--- config.mk ---
export PLATFORM = sky130hd
export DESIGN_NAME = vga_rx_timing_flat
export DESIGN_NICKNAME = d
export VERILOG_FILES = /design/src/rtl/vga_rx_timing_if.sv /design/src/rtl/vga_rx_timing.sv /design/src/flat_wrapper.sv
export SDC_FILE = /design/constraint.sdc
export NUM_CORES = 1
export LEC_CHECK = 0
export ABC_AREA = 1
export CORE_ASPECT_RATIO = 0.9
export CORE_MARGIN = 5
export CORE_UTILIZATION = 58
export CTS_CLUSTER_SIZE = 14
export DETAILED_ROUTE_END_ITERATION = 8
export DONT_BUFFER_PORTS = 1
export GPL_TIMING_DRIVEN = 1
export PLACE_DENSITY = 0.77
export SYNTH_ARGS = -nofsm -noshare
export SYNTH_HDL_FRONTEND = slang
export SYNTH_SLANG_ARGS = --single-unit
export TNS_END_PERCENT = 1
--- constraint.sdc ---
create_clock -name clk -period 2.7 [get_ports clk]
set_clock_uncertainty 0.1 [all_clocks]
set_input_delay 0.27 -clock clk [delete_from_list [all_inputs] [get_ports clk]]
set_output_delay 0.27 -clock clk [all_outputs]
set_load 0.005 [all_outputs]
--- src/rtl/vga_rx_timing_if.sv ---
// Video-in and recovered-pixel bundle for vga_rx_timing.
// master = video source side, slave = the receiver.
interface vga_rx_timing_if;
    logic       pix_ce;
    logic       h_sync_in;
    logic       v_sync_in;
    logic       r_in;
    logic       g_in;
    logic       b_in;
    logic [9:0] pix_x;
    logic [8:0] pix_y;
    logic       pix_valid;
    logic       r_out;
    logic       g_out;
    logic       b_out;
    logic       frame_start;
    logic       locked;
    logic       line_err;
    logic       frame_err;

    modport master (
        output pix_ce, h_sync_in, v_sync_in, r_in, g_in, b_in,
        input  pix_x, pix_y, pix_valid, r_out, g_out, b_out, frame_start, locked,
               line_err, frame_err
    );

    modport slave (
        input  pix_ce, h_sync_in, v_sync_in, r_in, g_in, b_in,
        output pix_x, pix_y, pix_valid, r_out, g_out, b_out, frame_start, locked,
               line_err, frame_err
    );
endinterface

--- src/rtl/vga_rx_timing.sv ---
// Receive-side VGA timing recovery: rebuilds pixel coordinates from sync edges, checks line and
// frame periods and declares lock. Define VGA_RX_ERR_CNT_EN to add the o_err_count output.
module vga_rx_timing #(
    parameter int unsigned H_ACTIVE    = 640,
    parameter int unsigned H_SYNC      = 96,
    parameter int unsigned H_BP        = 48,
    parameter int unsigned H_TOTAL     = 800,
    parameter int unsigned V_ACTIVE    = 480,
    parameter int unsigned V_SYNC      = 2,
    parameter int unsigned V_BP        = 33,
    parameter int unsigned V_TOTAL     = 525,
    parameter int unsigned LOCK_FRAMES = 2
) (
    input  logic           clk,
    input  logic           rst,
    vga_rx_timing_if.slave io_vga
`ifdef VGA_RX_ERR_CNT_EN
    ,
    output logic [7:0]     o_err_count
`endif
);
    localparam logic [9:0]  H_FIRST     = 10'(H_SYNC + H_BP);
    localparam logic [9:0]  H_LAST      = 10'(H_SYNC + H_BP + H_ACTIVE - 1);
    localparam logic [9:0]  V_FIRST     = 10'(V_SYNC + V_BP);
    localparam logic [9:0]  V_LAST      = 10'(V_SYNC + V_BP + V_ACTIVE - 1);
    localparam logic [10:0] H_PERIOD    = 11'(H_TOTAL);
    localparam logic [10:0] V_PERIOD    = 11'(V_TOTAL);
    localparam int unsigned TIMEOUT_RAW = 2 * H_TOTAL - 1;
    // The counter saturates at 1023, so a larger timeout would never be reached.
    localparam logic [9:0]  H_TIMEOUT   = (TIMEOUT_RAW > 1023) ? 10'd1023 : 10'(TIMEOUT_RAW);
    localparam logic [2:0]  LOCK_N      = 3'(LOCK_FRAMES);
    localparam logic [9:0]  CNT_MAX     = 10'h3ff;

    typedef enum logic {StUnlocked, StLocked} state_e;

    logic       r_h_prev;
    logic       r_v_prev;
    logic       r_arm;
    logic       r_h_seen;
    logic       r_v_seen;
    logic       r_frame_bad;
    logic [9:0] r_h_cnt;
    logic [9:0] r_v_cnt;

    state_e     r_state;
    logic [2:0] r_good_cnt;
    logic [9:0] r_pix_x;
    logic [8:0] r_pix_y;
    logic       r_pix_valid;
    logic       r_red;
    logic       r_grn;
    logic       r_blu;
    logic       r_frame_start;
    logic       r_locked;
    logic       r_line_err;
    logic       r_frame_err;

    logic       w_h_fall;
    logic       w_v_fall;
    logic       w_armed_edge;
    logic       w_line_bad;
    logic       w_timeout;
    logic       w_line_err;
    logic       w_frame_chk;
    logic       w_frame_good;
    logic       w_frame_err;
    logic       w_active;
    logic [9:0] w_h_nxt;
    logic [9:0] w_v_nxt;
    logic [9:0] w_x;
    logic [8:0] w_y;

    always_comb begin
        w_h_fall     = r_h_prev & ~io_vga.h_sync_in;
        w_v_fall     = r_v_prev & ~io_vga.v_sync_in;
        // A pending v edge is consumed by this or any later h edge.
        w_armed_edge = w_h_fall & (r_arm | w_v_fall);

        if (w_h_fall) begin
            w_h_nxt = '0;
        end else if (r_h_cnt == CNT_MAX) begin
            w_h_nxt = r_h_cnt;
        end else begin
            w_h_nxt = r_h_cnt + 10'd1;
        end

        if (w_armed_edge) begin
            w_v_nxt = '0;
        end else if (w_h_fall && (r_v_cnt != CNT_MAX)) begin
            w_v_nxt = r_v_cnt + 10'd1;
        end else begin
            w_v_nxt = r_v_cnt;
        end

        w_line_bad   = w_h_fall & r_h_seen & (({1'b0, r_h_cnt} + 11'd1) != H_PERIOD);
        w_timeout    = ~w_h_fall & (r_h_cnt != H_TIMEOUT) & (w_h_nxt == H_TIMEOUT);
        w_line_err   = w_line_bad | w_timeout;

        // The line closed by the armed edge still belongs to the frame being judged.
        w_frame_chk  = w_armed_edge & r_v_seen;
        w_frame_good = (({1'b0, r_v_cnt} + 11'd1) == V_PERIOD) & ~r_frame_bad & ~w_line_err;
        w_frame_err  = w_frame_chk & ~w_frame_good;

        w_active     = (w_h_nxt >= H_FIRST) & (w_h_nxt <= H_LAST) &
                       (w_v_nxt >= V_FIRST) & (w_v_nxt <= V_LAST);
        w_x          = w_h_nxt - H_FIRST;
        w_y          = 9'(w_v_nxt - V_FIRST);
    end

    always_ff @(posedge clk) begin
        if (rst) begin
            r_h_prev    <= 1'b1;
            r_v_prev    <= 1'b1;
            r_arm       <= 1'b0;
            r_h_seen    <= 1'b0;
            r_v_seen    <= 1'b0;
            r_frame_bad <= 1'b0;
            r_h_cnt     <= '0;
            r_v_cnt     <= '0;
        end else if (io_vga.pix_ce) begin
            r_h_prev <= io_vga.h_sync_in;
            r_v_prev <= io_vga.v_sync_in;
            r_h_cnt  <= w_h_nxt;
            r_v_cnt  <= w_v_nxt;
            if (w_h_fall) begin
                r_h_seen <= 1'b1;
            end
            if (w_armed_edge) begin
                r_arm       <= 1'b0;
                r_v_seen    <= 1'b1;
                r_frame_bad <= 1'b0;
            end else begin
                if (w_v_fall) begin
                    r_arm <= 1'b1;
                end
                if (w_line_err) begin
                    r_frame_bad <= 1'b1;
                end
            end
        end
    end

    always_ff @(posedge clk) begin
        if (rst) begin
            r_state       <= StUnlocked;
            r_good_cnt    <= '0;
            r_pix_x       <= '0;
            r_pix_y       <= '0;
            r_pix_valid   <= 1'b0;
            r_red         <= 1'b0;
            r_grn         <= 1'b0;
            r_blu         <= 1'b0;
            r_frame_start <= 1'b0;
            r_locked      <= 1'b0;
            r_line_err    <= 1'b0;
            r_frame_err   <= 1'b0;
        end else begin
            // Pulses last exactly one clk, independent of pix_ce.
            r_pix_valid   <= 1'b0;
            r_frame_start <= 1'b0;
            r_line_err    <= 1'b0;
            r_frame_err   <= 1'b0;
            if (io_vga.pix_ce) begin
                r_line_err  <= w_line_err;
                r_frame_err <= w_frame_err;
                if (w_active && (r_state == StLocked)) begin
                    r_pix_valid   <= 1'b1;
                    r_pix_x       <= w_x;
                    r_pix_y       <= w_y;
                    r_red         <= io_vga.r_in;
                    r_grn         <= io_vga.g_in;
                    r_blu         <= io_vga.b_in;
                    r_frame_start <= (w_h_nxt == H_FIRST) && (w_v_nxt == V_FIRST);
                end
                unique case (r_state)
                    StUnlocked: begin
                        if (w_frame_chk) begin
                            if (!w_frame_good) begin
                                r_good_cnt <= '0;
                            end else if ((r_good_cnt + 3'd1) == LOCK_N) begin
                                r_state    <= StLocked;
                                r_locked   <= 1'b1;
                                r_good_cnt <= '0;
                            end else begin
                                r_good_cnt <= r_good_cnt + 3'd1;
                            end
                        end
                    end
                    StLocked: begin
                        if (w_line_err || w_frame_err) begin
                            r_state    <= StUnlocked;
                            r_locked   <= 1'b0;
                            r_good_cnt <= '0;
                        end
                    end
                endcase
            end
        end
    end

    assign io_vga.pix_x       = r_pix_x;
    assign io_vga.pix_y       = r_pix_y;
    assign io_vga.pix_valid   = r_pix_valid;
    assign io_vga.r_out       = r_red;
    assign io_vga.g_out       = r_grn;
    assign io_vga.b_out       = r_blu;
    assign io_vga.frame_start = r_frame_start;
    assign io_vga.locked      = r_locked;
    assign io_vga.line_err    = r_line_err;
    assign io_vga.frame_err   = r_frame_err;

`ifdef VGA_RX_ERR_CNT_EN
    logic [7:0] r_err_count;
    logic [8:0] w_err_sum;

    // Both pulses in one clk count as two.
    always_comb begin
        w_err_sum = {1'b0, r_err_count} + {8'd0, r_line_err} + {8'd0, r_frame_err};
    end

    always_ff @(posedge clk) begin
        if (rst) begin
            r_err_count <= '0;
        end else if (w_err_sum[8]) begin
            r_err_count <= 8'hff;
        end else begin
            r_err_count <= w_err_sum[7:0];
        end
    end

    assign o_err_count = r_err_count;
`endif
endmodule

--- src/flat_wrapper.sv ---
// flat-port wrapper written by rule: the top's interface ports become plain ports
module vga_rx_timing_flat 
#(
    parameter int unsigned H_ACTIVE    = 640,
    parameter int unsigned H_SYNC      = 96,
    parameter int unsigned H_BP        = 48,
    parameter int unsigned H_TOTAL     = 800,
    parameter int unsigned V_ACTIVE    = 480,
    parameter int unsigned V_SYNC      = 2,
    parameter int unsigned V_BP        = 33,
    parameter int unsigned V_TOTAL     = 525,
    parameter int unsigned LOCK_FRAMES = 2
)
  (clk, rst, io_vga_pix_ce, io_vga_h_sync_in, io_vga_v_sync_in, io_vga_r_in, io_vga_g_in, io_vga_b_in, io_vga_pix_x, io_vga_pix_y, io_vga_pix_valid, io_vga_r_out, io_vga_g_out, io_vga_b_out, io_vga_frame_start, io_vga_locked, io_vga_line_err, io_vga_frame_err);
  vga_rx_timing_if io_vga_i ();
  input  logic clk;
  input  logic rst;
  input wire logic [$bits(io_vga_i.pix_ce)-1:0] io_vga_pix_ce;
  input wire logic [$bits(io_vga_i.h_sync_in)-1:0] io_vga_h_sync_in;
  input wire logic [$bits(io_vga_i.v_sync_in)-1:0] io_vga_v_sync_in;
  input wire logic [$bits(io_vga_i.r_in)-1:0] io_vga_r_in;
  input wire logic [$bits(io_vga_i.g_in)-1:0] io_vga_g_in;
  input wire logic [$bits(io_vga_i.b_in)-1:0] io_vga_b_in;
  output wire logic [$bits(io_vga_i.pix_x)-1:0] io_vga_pix_x;
  output wire logic [$bits(io_vga_i.pix_y)-1:0] io_vga_pix_y;
  output wire logic [$bits(io_vga_i.pix_valid)-1:0] io_vga_pix_valid;
  output wire logic [$bits(io_vga_i.r_out)-1:0] io_vga_r_out;
  output wire logic [$bits(io_vga_i.g_out)-1:0] io_vga_g_out;
  output wire logic [$bits(io_vga_i.b_out)-1:0] io_vga_b_out;
  output wire logic [$bits(io_vga_i.frame_start)-1:0] io_vga_frame_start;
  output wire logic [$bits(io_vga_i.locked)-1:0] io_vga_locked;
  output wire logic [$bits(io_vga_i.line_err)-1:0] io_vga_line_err;
  output wire logic [$bits(io_vga_i.frame_err)-1:0] io_vga_frame_err;
  assign io_vga_i.pix_ce = io_vga_pix_ce;
  assign io_vga_i.h_sync_in = io_vga_h_sync_in;
  assign io_vga_i.v_sync_in = io_vga_v_sync_in;
  assign io_vga_i.r_in = io_vga_r_in;
  assign io_vga_i.g_in = io_vga_g_in;
  assign io_vga_i.b_in = io_vga_b_in;
  assign io_vga_pix_x = io_vga_i.pix_x;
  assign io_vga_pix_y = io_vga_i.pix_y;
  assign io_vga_pix_valid = io_vga_i.pix_valid;
  assign io_vga_r_out = io_vga_i.r_out;
  assign io_vga_g_out = io_vga_i.g_out;
  assign io_vga_b_out = io_vga_i.b_out;
  assign io_vga_frame_start = io_vga_i.frame_start;
  assign io_vga_locked = io_vga_i.locked;
  assign io_vga_line_err = io_vga_i.line_err;
  assign io_vga_frame_err = io_vga_i.frame_err;
  vga_rx_timing #(.H_ACTIVE(H_ACTIVE), .H_SYNC(H_SYNC), .H_BP(H_BP), .H_TOTAL(H_TOTAL), .V_ACTIVE(V_ACTIVE), .V_SYNC(V_SYNC), .V_BP(V_BP), .V_TOTAL(V_TOTAL), .LOCK_FRAMES(LOCK_FRAMES)) u_core (.clk(clk), .rst(rst), .io_vga(io_vga_i));
endmodule
* Word level (Yosys, flattened, before mapping) *
Cells that the tools add are included.

word-level totals
  register bits after elaboration = 57
  input bits = 8
  output and inout bits = 27
  word-level logic and storage cells = 108

operators by class
  reductions and logical operators = 15
  $add $sub $neg = 7
  multiplexer cells = 24
  equality and inequality tests = 13
  order comparisons = 4
  bitwise operators = 25

operator list
  kind                                                                 count
  two-way mux 10 bit                                                   4
  adder 10 x 1 -> 11 bit (second input constant)                       2
  adder 10 x 1 -> 10 bit (second input constant)                       2
  == test 10 bit (second input constant)                               2
  less-or-equal comparator 10 bit (second input constant)              2
  != test 10 bit (second input constant)                               2
  AND 1 bit                                                            14
  two-way mux 1 bit                                                    13
  two-way mux 3 bit                                                    4
  == test 11 x 10 -> 1 bit (second input constant)                     1
  != test 11 x 10 -> 1 bit (second input constant)                     1
  == test 10 x 6 -> 1 bit (second input constant)                      1
  == test 10 x 8 -> 1 bit (second input constant)                      1
  greater-or-equal comparator 10 x 6 -> 1 bit (second input constant)  1
  greater-or-equal comparator 10 x 8 -> 1 bit (second input constant)  1
  AND reduction 2 bit                                                  5
  subtractor 10 x 8 -> 10 bit (second input constant)                  1
  inverter 1 bit                                                       9
  subtractor 9 x 6 -> 9 bit (second input constant)                    1
  != test 2 x 1 -> 1 bit (second input constant)                       3
  one-hot mux 3 bit (2 select lines)                                   1
  AND reduction 5 bit                                                  1
  one-hot mux 1 bit (2 select lines)                                   2
  nonzero test 2 bit                                                   2
  other kinds (9)                                                      12

* Depth between registers and ports, before layout *
Gate-level depths: netlist (run 1).

  depth in word-level cells = 13
  mapped depth = 20
  mapped depth without buffers = 19

* Worst setup path after synthesis (run 1) *
OpenSTA, ideal clock, no wires.

  kind = register to register
  start point = reg u_core.r_h_cnt[0]
  end point = reg u_core.r_pix_x[9], in the netlist u_core.io_vga.pix_x[9]
  setup time = 0.113 ns
  period minus slack after synthesis = 2.674 ns
  path buffers = 2
  stages on the path, launching flop included = 20
  slack = 0.026 ns
  data required time = 2.487 ns
  arrival = 2.461 ns
  path through = dfxtp_1 > ha_1 > nand2_2 > nor2_4 > nand3_4 > buf_6 > a21oi_1 > inv_1 > ha_1 > nand2_1 > nand2_1 > nand2_1 > nor2_1 > nand2_2 > nand2_1 > nor2_4 > buf_6 > nand3_1 > nand2_1 > nor2_1

on the way
  longest elaborated chain between the ends = 9
  elaborated cells between the ends (all ways) = 12
  those cells by class = add/sub (2); order compare (2); eq/ne (1); mux (2); bitwise (3); reduce/logical (2)

ends and longest elaborated chain
  what                                                                                                   RTL line                                  text
  start: declaration                                                                                     vga_rx_timing.sv:42                       logic [9:0] r_h_cnt;
  start signal: assignment                                                                               vga_rx_timing.sv:123                      r_h_cnt <= w_h_nxt;
  adder 10 x 1 -> 10 bit / == test 10 bit (equally long branches)                                        vga_rx_timing.sv:84, vga_rx_timing.sv:81
  two-way mux 10 bit *                                                                                   vga_rx_timing.sv:81                       end else if (r_h_cnt == CNT_MAX) begin
  two-way mux 10 bit *                                                                                   vga_rx_timing.sv:79                       if (w_h_fall) begin
  via u_core.w_h_nxt[5]                                                                                  vga_rx_timing.sv:68                       logic [9:0] w_h_nxt;
  greater-or-equal comparator 10 x 8 -> 1 bit / less-or-equal comparator 10 bit (equally long branches)  vga_rx_timing.sv:104                      w_active = (w_h_nxt >= H_FIRST) & (w_h_nxt <= H_LAST) &
  AND 1 bit (2 in series)                                                                                vga_rx_timing.sv:104
  AND 1 bit                                                                                              vga_rx_timing.sv:105                      (w_v_nxt >= V_FIRST) & (w_v_nxt <= V_LAST);
  logical AND 1 bit                                                                                      vga_rx_timing.sv:166                      if (w_active && (r_state == StLocked)) begin
  AND reduction 2 bit (no source line)                                                                   -
  end signal: assignment                                                                                 vga_rx_timing.sv:168                      r_pix_x <= w_x;
  end: declaration                                                                                       vga_rx_timing.sv:47                       logic [9:0] r_pix_x;

Mark *: on every way through the listed nets, which the timed path passes. The rest lies on a longest branch.
A chain may end at the register's enable or synchronous reset.

* Final worst setup path (run 1) *
  start point = reg u_core.r_h_cnt[0]
  end point = reg u_core.r_pix_y[0], in the netlist u_core.io_vga.pix_y[0]

on the way
  longest elaborated chain between the ends = 9
  elaborated cells between the ends (all ways) = 11
  those cells by class = add/sub (1); order compare (2); eq/ne (1); mux (2); bitwise (3); reduce/logical (2)

ends and longest elaborated chain
  what                                                                                                   RTL line                                  text
  adder 10 x 1 -> 10 bit / == test 10 bit (equally long branches)                                        vga_rx_timing.sv:84, vga_rx_timing.sv:81
  two-way mux 10 bit *                                                                                   vga_rx_timing.sv:81
  two-way mux 10 bit *                                                                                   vga_rx_timing.sv:79
  via u_core.w_h_nxt[5]                                                                                  vga_rx_timing.sv:68
  greater-or-equal comparator 10 x 8 -> 1 bit / less-or-equal comparator 10 bit (equally long branches)  vga_rx_timing.sv:104
  AND 1 bit * (2 in series)                                                                              vga_rx_timing.sv:104
  AND 1 bit *                                                                                            vga_rx_timing.sv:105
  logical AND 1 bit *                                                                                    vga_rx_timing.sv:166
  AND reduction 2 bit (no source line) *                                                                 -
  end signal: assignment                                                                                 vga_rx_timing.sv:169                      r_pix_y <= w_y;
  end: declaration                                                                                       vga_rx_timing.sv:48                       logic [8:0] r_pix_y;

Marks and branches as above.

==> results by group, run 1 <==
Clocking
  • Num CTS Buffers: 9
  • Clock slew at reported path FFs: about 70 ps
  • Root Buffer: clkbuf_8
  • Skew-Pair Late Insertion Delay: 350 ps
  • Depth of the CTS H-tree: 3
  • Clock tree buffer depth: 2
  • CTS tree: done
  • Clock sinks: 57

Worst hold path
  • Hold EP: u_core.r_v_cnt[5]$_SDFFE_PP0P_
  • Worst Hold Depth: 2
  • HP Class: in2reg
  • Worst Hold Launch: io_vga_pix_ce

Critical path
  • Critical path depth: 18
  • CP Class: reg2reg
  • CP Launch Type: flop
  • CP bufs+invs: 3
  • Reg2reg end: u_core.io_vga.pix_y[0]$_SDFFE_PP0P_
  • Worst EP required: 2850 ps
  • Crit Reg-Reg Startpoint: u_core.r_h_cnt[0]$_SDFFE_PP0P_
  • Cell mode on critical path: nand2_1
  • Worst EP arrival: between 2000 and 3000 ps
  • R2R depth: 18
  • Kind of end point of the critical path: flop
  • Critical Path Fanout Max: 14
  • CP top delay family: simple AND/OR/NAND/NOR gates
  • Crit path cell chain: buf_4, nand3_2, o21bai_1, nand2_1, a21oi_2, inv_1, ha_1, nand2_1, nand2_1, nand2_1, nor2_1, nand2_2, nand2_1, nor2_4, buf_12, nand3_1, nand2_1, nor2_1
  • Slowest stage cell, crit path: dfxtp_2
  • R2r setup slk: ~140 ps
  • Slowest stage delay, CP: between 300 and 400 ps

STA
  • RSZ-0062 raised after global routing: yes
  • Final Hold Viols: 0
  • Hold_ws: around 15 ps
  • Worst-Margin Slew: 917.9 ps
  • Final setup vio count: 0
  • Max frequency: slightly below 400 MHz
  • Rel. slew slack: 38.61%
  • Fin crit period: about 2600 ps
  • Fin crit share: a little over nine tenths
  • Max Slew Vio Count: 0

Yosys
  • FF+latch count, synth: 57
  • Cell with the most instances after synthesis: nand2_1
  • Top post-synthesis cells by area: dfxtp_1 (29%), nand2_1 (14%), nor2_1 (8.8%)
  • Post-synthesis net count: ~600
  • Yosys cell types: 38
  • Synthesized cell area: approximately 0.0039 mm^2
  • Post-synthesis async set-or-reset flop share: 0%
  • Seq/Total Area, Yosys: between 20% and 30%
  • Mapped Cells: between 500 and 600
  • Post-synth top cells: nand2_1 (143), nor2_1 (91), inv_1 (65)
  • Top FF cell, synth: dfxtp_1
  • Warnings, synthesis: 0
  • EDFF count, synth: 0
  • Syn Area/Cell: ~6.5 um^2
  • Synth area leader: dfxtp_1
  • Share of the synthesized area in the top cell type: 29.39%

Pwr
  • Static Leakage: around 2.1 nW
  • PD cells: 489.3 mW/mm^2
  • Peak VDD IR: between 0.3 and 0.4 mV
  • Power, Total: 2.245 mW

Detailed routing
  • Routed length per instance: 14.01 um
  • Vias: between 4000 and 5000
  • Number of DRC markers in iteration 0: 263
  • Drt drc: 0
  • DR pass1 iterations: 5
  • Post-Route WL: approximately 10000 um
  • DR vias/cell: around 5.5
  • Final ANT Viol Nets: 0

Global routing
  • All-Layer GR Usage: between 20% and 30%
  • Initial antenna violation count: 0
  • First-pass GRT wire length: around 16000 um
  • Vias in the first global route: 3516
  • Largest net degree at the start of global routing: 27
  • Total gr overflow: 0

Place
  • Final Wtd Congestion: approximately 0.94
  • Post-DP Area: between 0.004 and 0.005 mm^2
  • Port buffer count: 0
  • Placed insts: between 600 and 700
  • Post-DP HPWL: between 7000 and 8000 um

Final layout
  • Finished Layout Cells: 730
  • Final Cell Area: about 0.0046 mm^2
  • Area Growth Syn to Fin: 18.18%
  • Fin util: around 70%
  • Fillers: between 500 and 600
  • Layout cells sized above 1: around 23%
  • Nets: between 600 and 700
  • N_diodes: 0

Die
  • # rows: 28
  • Die Y: about 88 um
  • Die W: 96.24 um
  • CORE AREA: ~0.0066 mm^2
  • Initial Util: about three fifths
  • IO Pins: 35
  • Die area: between 0.008 and 0.009 mm^2

Run status
  • Status: complete, no violations

Job
  • MaxCap Viol Count: 0
## layer usage
| metal | wire length, um | global-route usage, % | share of wire, % |
|---|---|---|---|
| met1 | 4519 | 31.80 | 44 |
| met2 | 4672 | 39.81 | 46 |
| met3 | 842 | 6.014 | 8.2 |
| met4 | 195 | 10.08 | 1.9 |
| met5 | 0 | 0 | 0 |
## cells in the final DEF (no fill, tap or decap), types with 5 or more instances in the layout
cell type / count
nand2_1: 140
nor2_1: 84
inv_1: 62
dfxtp_1: 52
nand3_1: 49
buf_4: 37
a21oi_1: 33
o21ai_0: 25
nand2_2: 16
nand3_2: 15
inv_2: 13
nand4_1: 12
clkbuf_8: 11
nor2_4: 9
nor2_2: 7
nand3b_1: 7
ha_1: 7
xor2_1: 5
dfxtp_2: 5
## worst reg2reg max path: stages (launching register included)
cell and delay [ps]:
dfxtp_2 360, buf_4 150, nand3_2 120, o21bai_1 170, nand2_1 110, a21oi_2 170, inv_1 80, ha_1 220
nand2_1 100, nand2_1 60, nand2_1 70, nor2_1 50, nand2_2 120, nand2_1 110, nor2_4 130, buf_12 140
nand3_1 80, nand2_1 70, nor2_1 40
## final cells by class
cell class / count / area, um^2 / share of cell area, %
tap: 90 / 112.6 / 2.454
timing repair buffer: 42 / 347.8 / 7.581
inverter: 79 / 304.0 / 6.627
multi-input combinational: 446 / 2470 / 53.83
clock buffer: 12 / 155.1 / 3.382
sequential: 57 / 1147 / 25.01
clock inverter: 4 / 51.30 / 1.118
## cells by family after synthesis
| kind of cell | after synthesis | synth area share [%] |
|---|---|---|
| AOI/OAI and AO/OA | 72 | 10.22 |
| buffers and inverters | 97 | 10.41 |
| adders and majority gates | 10 | 3.223 |
| and+or+nand+nor | 354 | 44.73 |
| xor gates and xnor gates | 9 | 2.030 |
| DFF | 57 | 29.39 |
## state kept, by name (all words and copies together), names as in the netlist, 3 cells and up
register and flops:
u_core.io_vga.pix_x 10, u_core.io_vga.pix_y 9, u_core.r_good_cnt 3, u_core.r_h_cnt 10
u_core.r_v_cnt 10
## worst max path at each step
| stage | end | slack [ps] | start |
|---|---|---|---|
| 2_1_floorplan | u_core.io_vga.pix_x[9]$_SDFFE_PP0P_ | 30 | u_core.r_h_cnt[0]$_SDFFE_PP0P_ |
| 3_3_place_gp | u_core.io_vga.pix_x[0]$_SDFFE_PP0P_ | 2 | u_core.r_h_cnt[0]$_SDFFE_PP0P_ |
| 5_1_grt | u_core.io_vga.pix_x[9]$_SDFFE_PP0P_ | -30 | u_core.r_h_cnt[0]$_SDFFE_PP0P_ |
| 4_1_cts | u_core.io_vga.pix_x[7]$_SDFFE_PP0P_ | -6 | u_core.r_v_cnt[1]$_SDFFE_PP0P_ |
| 3_5_place_dp | u_core.io_vga.pix_y[4]$_SDFFE_PP0P_ | -110 | u_core.r_h_cnt[0]$_SDFFE_PP0P_ |
| 6_report | u_core.io_vga.pix_y[0]$_SDFFE_PP0P_ | 140 | u_core.r_h_cnt[0]$_SDFFE_PP0P_ |
## stage by stage
stage	TNS [ps]	setup WS [ps]
2_1_floorplan	0	26.12
3_3_place_gp	0	1.886
3_5_place_dp	-1147	-107.8
4_1_cts	-7.515	-5.798
5_1_grt	-81.46	-28.74
6_report	0	141.4
## power breakdown
part	switching (mW)	leakage [nW]	internal, mW
sequential	0.0300	0.466	0.872
clock	0.372	0.103	0.477
combinational	0.315	1.58	0.179
total	0.717	2.15	1.53
## what timing repair did
action                                  4_1_cts  5_1_grt
endpoints found under the setup margin       20       30
pin swaps                                     3       14
setup buffers                                 3       10
hold buffers                                  3        0
cloned                                        0        1
resized for setup                             7       29
endpoints found under the hold margin        26        0
Power figures use the tool's default switching activity.
==> run 2, diff against run 1 <==
--- a/config.mk
+++ b/config.mk
@@ -5,7 +5,6 @@
 export SDC_FILE = /design/constraint.sdc
 export NUM_CORES = 1
 export LEC_CHECK = 0
-export ABC_AREA = 1
 export CORE_ASPECT_RATIO = 0.9
 export CORE_MARGIN = 5
 export CORE_UTILIZATION = 58
==> results by group, run 2 <==
Yosys
  • Syn Area/Cell: 8.077 um^2 (was 6.482 um^2)
  • FF+latch count, synth: 57 (unchanged)
  • Mapped Cells: 426 (was 599)
  • Yosys cell types: 65 (was 38)
  • Post-synthesis net count: 444 (was 617)
  • Post-synth top cells: dfxtp_1 (57), nor2_1 (54), nand2_1 (33) (was nand2_1 (143), nor2_1 (91), inv_1 (65))
  • Top post-synthesis cells by area: dfxtp_1 (33%), mux2i_1 (6.4%), nor2_1 (5.9%) (was dfxtp_1 (29%), nand2_1 (14%), nor2_1 (8.8%))
  • Post-synthesis async set-or-reset flop share: 0% (unchanged)
  • Cell with the most instances after synthesis: dfxtp_1 (was nand2_1)
  • Seq/Total Area, Yosys: 33.16% (was 29.39%)
  • Share of the synthesized area in the top cell type: 33.16% (was 29.39%)
  • Synthesized cell area: 0.003441 mm^2 (was 0.003882 mm^2)
  • Synth area leader: dfxtp_1 (unchanged)
  • Warnings, synthesis: 0 (unchanged)
  • EDFF count, synth: 0 (unchanged)
  • Top FF cell, synth: dfxtp_1 (unchanged)

Detailed routing
  • Vias: 4566 (was 4015)
  • Drt drc: 4 (was 0)
  • DR vias/cell: 7.353 (was 5.500)
  • Metal-1 WL: 5595 um (was 4519 um)
  • Routed length per instance: 25.50 um (was 14.01 um)
  • Post-Route WL: 15840 um (was 10230 um)
  • Number of DRC markers in iteration 0: 959 (was 263)
  • Final ANT Viol Nets: 0 (unchanged)
  • Met3 wire length: 2350 um (was 842 um)
  • DR pass1 iterations: 9 (was 5)
  • DR top layer: met4 (unchanged)
  • Metal2 WL: 6572 um (was 4672 um)

Pwr
  • Power share of the clock group: 42.1% (was 37.8%)
  • Switch share: 31.01% (was 31.93%)
  • PD cells: 373.4 mW/mm^2 (was 489.3 mW/mm^2)
  • Total net switching power: 585.4 uW (was 716.8 uW)
  • Static Leakage: 2.009 nW (was 2.149 nW)
  • Power, Total: 1.887 mW (was 2.245 mW)
  • Flop pwr share: 45.7% (was 40.2%)
  • Pint: 1.302 mW (was 1.528 mW)
  • Combinational power share: 12.3% (was 22.0%)
  • Peak VDD IR: 0.4743 mV (was 0.3041 mV)

Final layout
  • Fin util: 88.29% (was 70.03%)
  • N_diodes: 0 (unchanged)
  • Register area: 0.001156 mm^2 (was 0.001147 mm^2)
  • Layout cells sized above 1: 35.21% (was 22.50%)
  • Area Growth Syn to Fin: 46.91% (was 18.18%)
  • Nets: 564 (was 653)
  • Commonest non-fill, non-tap cell in the layout: buf_4 (was nand2_1)
  • Final Cell Area: 0.005055 mm^2 (was 0.004588 mm^2)
  • Commonest cells after routing, fill and taps aside: buf_4 (100), dfxtp_1 (49), nor2_1 (48) (was nand2_1 (140), nor2_1 (84), inv_1 (62))
  • Finished Layout Cells: 621 (was 730)
  • Fillers: 227 (was 540)
  • Multi-input gate area: 0.002409 mm^2 (was 0.002470 mm^2)

Die
  • CORE AREA: 0.005725 mm^2 (was 0.006551 mm^2)
  • IO Pins: 35 (unchanged)
  • Die Y: 83.07 um (was 87.62 um)
  • # rows: 26 (was 28)
  • Die area: 0.007575 mm^2 (was 0.008433 mm^2)
  • Die W: 91.19 um (was 96.24 um)
  • Initial Util: 60.10% (was 59.26%)

Critical path
  • CP Class: reg2reg (unchanged)
  • CP Launch Type: flop (unchanged)
  • Kind of end point of the critical path: flop (unchanged)
  • Worst EP required: 2850 ps (about the same)
  • Reg2reg end: u_core.io_vga.pix_x[8]$_SDFFE_PP0P_ (was u_core.io_vga.pix_y[0]$_SDFFE_PP0P_)
  • Worst EP arrival: 3420 ps (was 2710 ps)
  • R2R depth: 13 (was 18)
  • R2r setup slk: -570 ps (was 140 ps)
  • Crit Reg-Reg Startpoint: u_core.r_h_cnt[1]$_SDFFE_PP0P_ (was u_core.r_h_cnt[0]$_SDFFE_PP0P_)
  • Critical Path Fanout Max: 8 (was 14)

STA
  • Fin worst setup slack: -573.2 ps (was 141.4 ps)
  • Fin crit period: 3273 ps (was 2559 ps)
  • Final setup vio count: 32 (was 0)
  • Setup TNS: -11340 ps (was 0 ps)
  • Hold_ws: -38.10 ps (was 15.41 ps)
  • Max Slew Vio Count: 0 (unchanged)
  • Rel. slew slack: 57.10% (was 38.61%)
  • Final Hold Viols: 2 (was 0)
  • Worst-Margin Slew: 638.6 ps (was 917.9 ps)
  • Fin crit share: 121.2% (was 94.76%)
  • Max frequency: 305.5 MHz (was 390.8 MHz)
  • RSZ-0062 raised after global routing: yes (unchanged)

Global routing
  • All-Layer GR Usage: 30.68% (was 24.78%)
  • Initial antenna violation count: 0 (unchanged)
  • Total gr overflow: 0 (unchanged)
  • Vias in the first global route: 3817 (was 3516)
  • First-pass GRT wire length: 19090 um (was 16300 um)
  • Largest net degree at the start of global routing: 53 (was 27)

Place
  • Pre-CTS WS: -300.5 ps (was -107.8 ps)
  • Post-DP Area: 0.004174 mm^2 (was 0.004095 mm^2)
  • Placed insts: 559 (was 698)
  • Post-DP HPWL: 7572 um (was 7158 um)
  • Port buffer count: 0 (unchanged)
  • Final Wtd Congestion: 1.027 (was 0.9363)

Worst hold path
  • HP Class: in2reg (unchanged)
  • Hold EP: u_core.io_vga.b_out$_SDFFE_PP0P_ (was u_core.r_v_cnt[5]$_SDFFE_PP0P_)
  • Worst Hold Launch: io_vga_b_in (was io_vga_pix_ce)
  • Worst Hold Depth: 2 (unchanged)

Clocking
  • Num CTS Buffers: 9 (unchanged)
  • Clock sinks: 57 (unchanged)
  • Clock tree buffer depth: 2 (unchanged)
  • CTS tree: done (unchanged)
  • Root Buffer: clkbuf_8 (unchanged)
  • Skew-Pair Late Insertion Delay: 370 ps (was 350 ps)
  • Depth of the CTS H-tree: 3 (unchanged)
  • Clock slew at reported path FFs: 90 ps (was 70 ps)

Job
  • MaxCap Viol Count: 0 (unchanged)

Run status
  • Status: finished, violations left (was complete, no violations)
  • Failing checks: DRC, hold timing, setup timing
==> run 2: what timing repair did <==
item | in CTS | in global routing
gates resized for setup | 20 | 42
setup endpoints to repair | 28 | 32
cloned | 1 | 2
hold buffers | 27 | 2
hold endpoints to repair | 51 | 26
setup buffers | 7 | 9
pin swaps | 15 | 15
==> run 2: per-layer routing <==
layer	track usage (%)	up-vias
li1	-	1806
met1	41.68	2046
met2	47.05	529
met3	8.770	185
met4	9.333	0
met5	0	-
==> run 2: cell type report <==
type                            count  area share [%]
Clock buffer                        9           2.450
Clock inverter                      7           1.213
Multi-Input combinational cell    327           47.65
Tap cell                           70           1.733
Inverter                           15           1.114
Timing Repair Buffer              136           22.97
Sequential cell                    57           22.87
==> run 2: critical path, cell delays in order, from the launching register on <==
cell and delay [ps]:
dfxtp_4 390, ha_4 160, and4_4 250, buf_4 120, buf_4 120, a21oi_1 120, nor3_1 520, nor4_4 130
a2111oi_4 500, a211oi_4 90, buf_6 150, buf_12 140, mux2i_1 260, nor2_1 100
==> run 2: logic make-up (layout without fill, tap and decap cells) <==
logic type | Yosys count | in the layout | synth area share [%]
DFF | 57 | 57 | 33.16
muxes | 23 | 23 | 6.727
AOI/OAI and AO/OA | 107 | 107 | 21.93
xor gates and xnor gates | 11 | 11 | 2.800
buffers and inverters | 42 | 167 | 5.454
and+or+nand+nor | 176 | 176 | 26.29
adders and majority gates | 10 | 10 | 3.636
==> run 2: power by group through the flow <==
| stage | Clock, mW | Sequential, mW | Combinational, mW |
|---|---|---|---|
| 2_1_floorplan | 0 | 0.878 | 0.111 |
| 3_3_place_gp | 0 | 0.879 | 0.158 |
| 3_5_place_dp | 0 | 0.879 | 0.161 |
| 4_1_cts | 0.776 | 0.858 | 0.184 |
| 5_1_grt | 0.823 | 0.862 | 0.237 |
| 6_report | 0.794 | 0.862 | 0.231 |
==> run 2: worst max-delay path by stage <==
stage | start | endpoint | slack [ps] | cells past startpoint
after floorplan | u_core.r_h_cnt[0]$_SDFFE_PP0P_ | u_core.io_vga.pix_x[3]$_SDFFE_PP0P_ | -60 | 14
after global placement | u_core.r_h_prev$_SDFFE_PP1P_ | u_core.io_vga.pix_y[7]$_SDFFE_PP0P_ | -240 | 10
after detailed placement | u_core.r_h_prev$_SDFFE_PP1P_ | u_core.io_vga.pix_y[1]$_SDFFE_PP0P_ | -300 | 10
after CTS | u_core.r_h_cnt[1]$_SDFFE_PP0P_ | u_core.io_vga.pix_x[3]$_SDFFE_PP0P_ | -270 | 14
after global routing | u_core.r_h_cnt[1]$_SDFFE_PP0P_ | u_core.io_vga.pix_x[8]$_SDFFE_PP0P_ | -640 | 14
final | u_core.r_h_cnt[1]$_SDFFE_PP0P_ | u_core.io_vga.pix_x[8]$_SDFFE_PP0P_ | -570 | 13
==> run 3, diff against run 2 <==
--- a/config.mk
+++ b/config.mk
@@ -11,7 +11,7 @@
 export CTS_CLUSTER_SIZE = 14
 export DETAILED_ROUTE_END_ITERATION = 8
 export DONT_BUFFER_PORTS = 1
-export GPL_TIMING_DRIVEN = 1
+export GPL_TIMING_DRIVEN = 0
 export PLACE_DENSITY = 0.77
 export SYNTH_ARGS = -nofsm -noshare
 export SYNTH_HDL_FRONTEND = slang
==> results by group, run 3 (synthesis gave the netlist of run 2 again) <==
Run status
  • Status: finished, violations left (unchanged)
  • Failing checks: setup timing (was DRC, hold timing, setup timing)

Place
  • Post-DP HPWL: 6991 um (was 7572 um)
  • Post-DP Area: 0.003597 mm^2 (was 0.004174 mm^2)
  • Port buffer count: 0 (unchanged)
  • Placed insts: 496 (was 559)
  • Final Wtd Congestion: 0.9280 (was 1.027)

Global routing
  • Vias in the first global route: 3264 (was 3817)
  • First-pass GRT wire length: 16860 um (was 19090 um)
  • Largest net degree at the start of global routing: 13 (was 53)
  • All-Layer GR Usage: 27.49% (was 30.68%)
  • Initial antenna violation count: 0 (unchanged)
  • Total gr overflow: 0 (unchanged)

Die
  • Initial Util: 60.10% (unchanged)
  • Die Y: 83.07 um (unchanged)
  • Die W: 91.19 um (unchanged)
  • CORE AREA: 0.005725 mm^2 (unchanged)
  • IO Pins: 35 (unchanged)
  • Die area: 0.007575 mm^2 (unchanged)
  • # rows: 26 (unchanged)

Critical path
  • Reg2reg end: u_core.io_vga.pix_y[0]$_SDFFE_PP0P_ (was u_core.io_vga.pix_x[8]$_SDFFE_PP0P_)
  • CP Class: reg2reg (unchanged)
  • Cell mode on critical path: buf_4 (unchanged)
  • Slowest stage cell, crit path: dfxtp_4 (was nor3_1)
  • R2R depth: 14 (was 13)
  • Slowest stage delay, CP: 380 ps (was 520 ps)
  • Crit Reg-Reg Startpoint: u_core.r_h_cnt[0]$_SDFFE_PP0P_ (was u_core.r_h_cnt[1]$_SDFFE_PP0P_)
  • Kind of end point of the critical path: flop (unchanged)
  • Critical Path Fanout Max: 10 (was 8)
  • CP top delay family: compound AO/OA/AOI/OAI gates (was simple AND/OR/NAND/NOR gates)
  • CP Launch Type: flop (unchanged)
  • Worst EP required: 2860 ps (was 2850 ps)
  • Critical path depth: 14 (was 13)
  • CP bufs+invs: 4 (unchanged)
  • CP Capture Point: u_core.io_vga.pix_y[0]$_SDFFE_PP0P_ (was u_core.io_vga.pix_x[8]$_SDFFE_PP0P_)
  • R2r setup slk: -300 ps (was -570 ps)
  • Crit path cell chain: buf_4, nand2_4, or3_4, a31oi_4, inv_2, ha_2, and3b_1, nand4_1, nor4_4, a2111oi_4, a211oi_2, buf_4, buf_4, a211oi_1 (was ha_4, and4_4, buf_4, buf_4, a21oi_1, nor3_1, nor4_4, a2111oi_4, a211oi_4, buf_6, buf_12, mux2i_1, nor2_1)
  • Worst EP arrival: 3160 ps (was 3420 ps)
  • Worst Setup SP: u_core.r_h_cnt[0]$_SDFFE_PP0P_ (was u_core.r_h_cnt[1]$_SDFFE_PP0P_)

Final layout
  • Nets: 489 (was 564)
  • Commonest cells after routing, fill and taps aside: nor2_1 (51), dfxtp_1 (47), nand2_1 (31) (was buf_4 (100), dfxtp_1 (49), nor2_1 (48))
  • Area Growth Syn to Fin: 27.38% (was 46.91%)
  • Finished Layout Cells: 546 (was 621)
  • Final Cell Area: 0.004383 mm^2 (was 0.005055 mm^2)
  • Layout cells sized above 1: 27.94% (was 35.21%)
  • Commonest non-fill, non-tap cell in the layout: nor2_1 (was buf_4)
  • N_diodes: 0 (unchanged)

STA
  • Worst-Margin Slew: 733.8 ps (was 638.6 ps)
  • Fin crit period: 2998 ps (was 3273 ps)
  • Max Slew Vio Count: 0 (unchanged)
  • RSZ-0062 raised after global routing: yes (unchanged)
  • Fin crit share: 111.0% (was 121.2%)
  • Hold_ws: 234.9 ps (was -38.10 ps)
  • Max frequency: 333.5 MHz (was 305.5 MHz)
  • Final setup vio count: 29 (was 32)
  • Final Hold Viols: 0 (was 2)
  • Rel. slew slack: 51.08% (was 57.10%)
  • Setup TNS: -6031 ps (was -11340 ps)
  • Fin worst setup slack: -298.3 ps (was -573.2 ps)

Clocking
  • CTS tree: done (unchanged)
  • Depth of the CTS H-tree: 3 (unchanged)
  • Clock tree buffer depth: 2 (unchanged)
  • Root Buffer: clkbuf_8 (unchanged)
  • Clock sinks: 57 (unchanged)
  • Num CTS Buffers: 9 (unchanged)
  • Clock slew at reported path FFs: 80 ps (was 90 ps)
  • Skew-Pair Late Insertion Delay: 350 ps (was 370 ps)

Detailed routing
  • Routed length per instance: 20.09 um (was 25.50 um)
  • DR vias/cell: 6.667 (was 7.353)
  • Final ANT Viol Nets: 0 (unchanged)
  • Number of DRC markers in iteration 0: 389 (was 959)
  • Post-Route WL: 10970 um (was 15840 um)
  • DR pass1 iterations: 7 (was 9)
  • Vias: 3640 (was 4566)
  • Drt drc: 0 (was 4)

Pwr
  • Static Leakage: 1.603 nW (was 2.009 nW)
  • Power, Total: 1.984 mW (was 1.887 mW)
  • PD cells: 452.7 mW/mm^2 (was 373.4 mW/mm^2)
  • Peak VDD IR: 0.6161 mV (was 0.4743 mV)

Worst hold path
  • Worst Hold Launch: io_vga_pix_ce (was io_vga_b_in)
  • HP Class: in2reg (unchanged)

Job
  • MaxCap Viol Count: 0 (unchanged)
[run 3: cell types whose count changed in the layout (fill, tap and decap cells not counted), moves of 3 or more]
cell | before | now
nor2_1 | 48 | 51
nor2_2 | 7 | 4
buf_4 | 100 | 30
clkbuf_1 | 0 | 10
buf_12 | 3 | 0
buf_2 | 0 | 4
buf_6 | 4 | 9
dlygate4sd3_1 | 28 | 5
a21oi_1 | 25 | 28
a21oi_2 | 4 | 1
[run 3: layer usage]
layer	global-route usage, %	wire [um]
met1	36.27	4563
met2	41.55	4829
met3	11.12	1339
met4	7.333	237
met5	0	0
[run 3: power by group]
| group | leakage [nW] | switching (mW) | internal, mW | total (mW) |
|---|---|---|---|---|
| sequential | 0.465 | 0.0131 | 0.850 | 0.863 |
| combinational | 1.02 | 0.123 | 0.0674 | 0.190 |
| clock | 0.114 | 0.403 | 0.528 | 0.931 |
[run 3: worst min path at each step]
stage                                           endpoint  slack, ps  cells past startpoint
finish              u_core.io_vga.frame_start$_SDFF_PP0_        230                      3
global placement            u_core.r_v_prev$_SDFFE_PP1P_        300                      2
CTS                 u_core.io_vga.frame_start$_SDFF_PP0_        200                      3
detailed placement          u_core.r_h_prev$_SDFFE_PP1P_        310                      2
global route        u_core.io_vga.frame_start$_SDFF_PP0_        230                      3
floorplan                   u_core.r_h_prev$_SDFFE_PP1P_        300                      2
[run 3: worst register-to-register path: cells and delay by family (launching register included)]
kind | cells | cell delay, ps
fa+ha+maj | 1 | 180
simple gates | 5 | 810
flops | 1 | 380
buf+inv | 4 | 620
compound gates | 4 | 830
[run 3: what timing repair did]
| item | in CTS | in global routing |
|---|---|---|
| setup endpoints to repair | 32 | 30 |
| setup buffers | 17 | 10 |
| hold buffers | 5 | 0 |
| hold endpoints to repair | 5 | 0 |
| gates cloned | 2 | 0 |
| pin swaps | 18 | 11 |
| resized for setup | 44 | 35 |
[run 3: layout make-up]
cell class | count | area, um^2
Clock inverter | 7 | 101.3
Clock buffer | 9 | 123.9
Tap cell | 70 | 87.58
Buffer | 27 | 181.4
Timing Repair Buffer | 34 | 269.0
Fill cell | 395 | 1343
Multi-Input combinational cell | 327 | 2405
Inverter | 15 | 56.30
Sequential cell | 57 | 1159
[run 3: through the flow]
| stage | setup slack, ps | utilization [%] |
|---|---|---|
| 4_1_cts | -352.4 | 72.90 |
| 5_1_grt | -381.1 | 76.55 |
| 3_3_place_gp | -448.5 | 62.83 |
| 2_1_floorplan | -64.37 | - |
| 6_report | -298.3 | 76.55 |
| 3_5_place_dp | -509.8 | 62.83 |
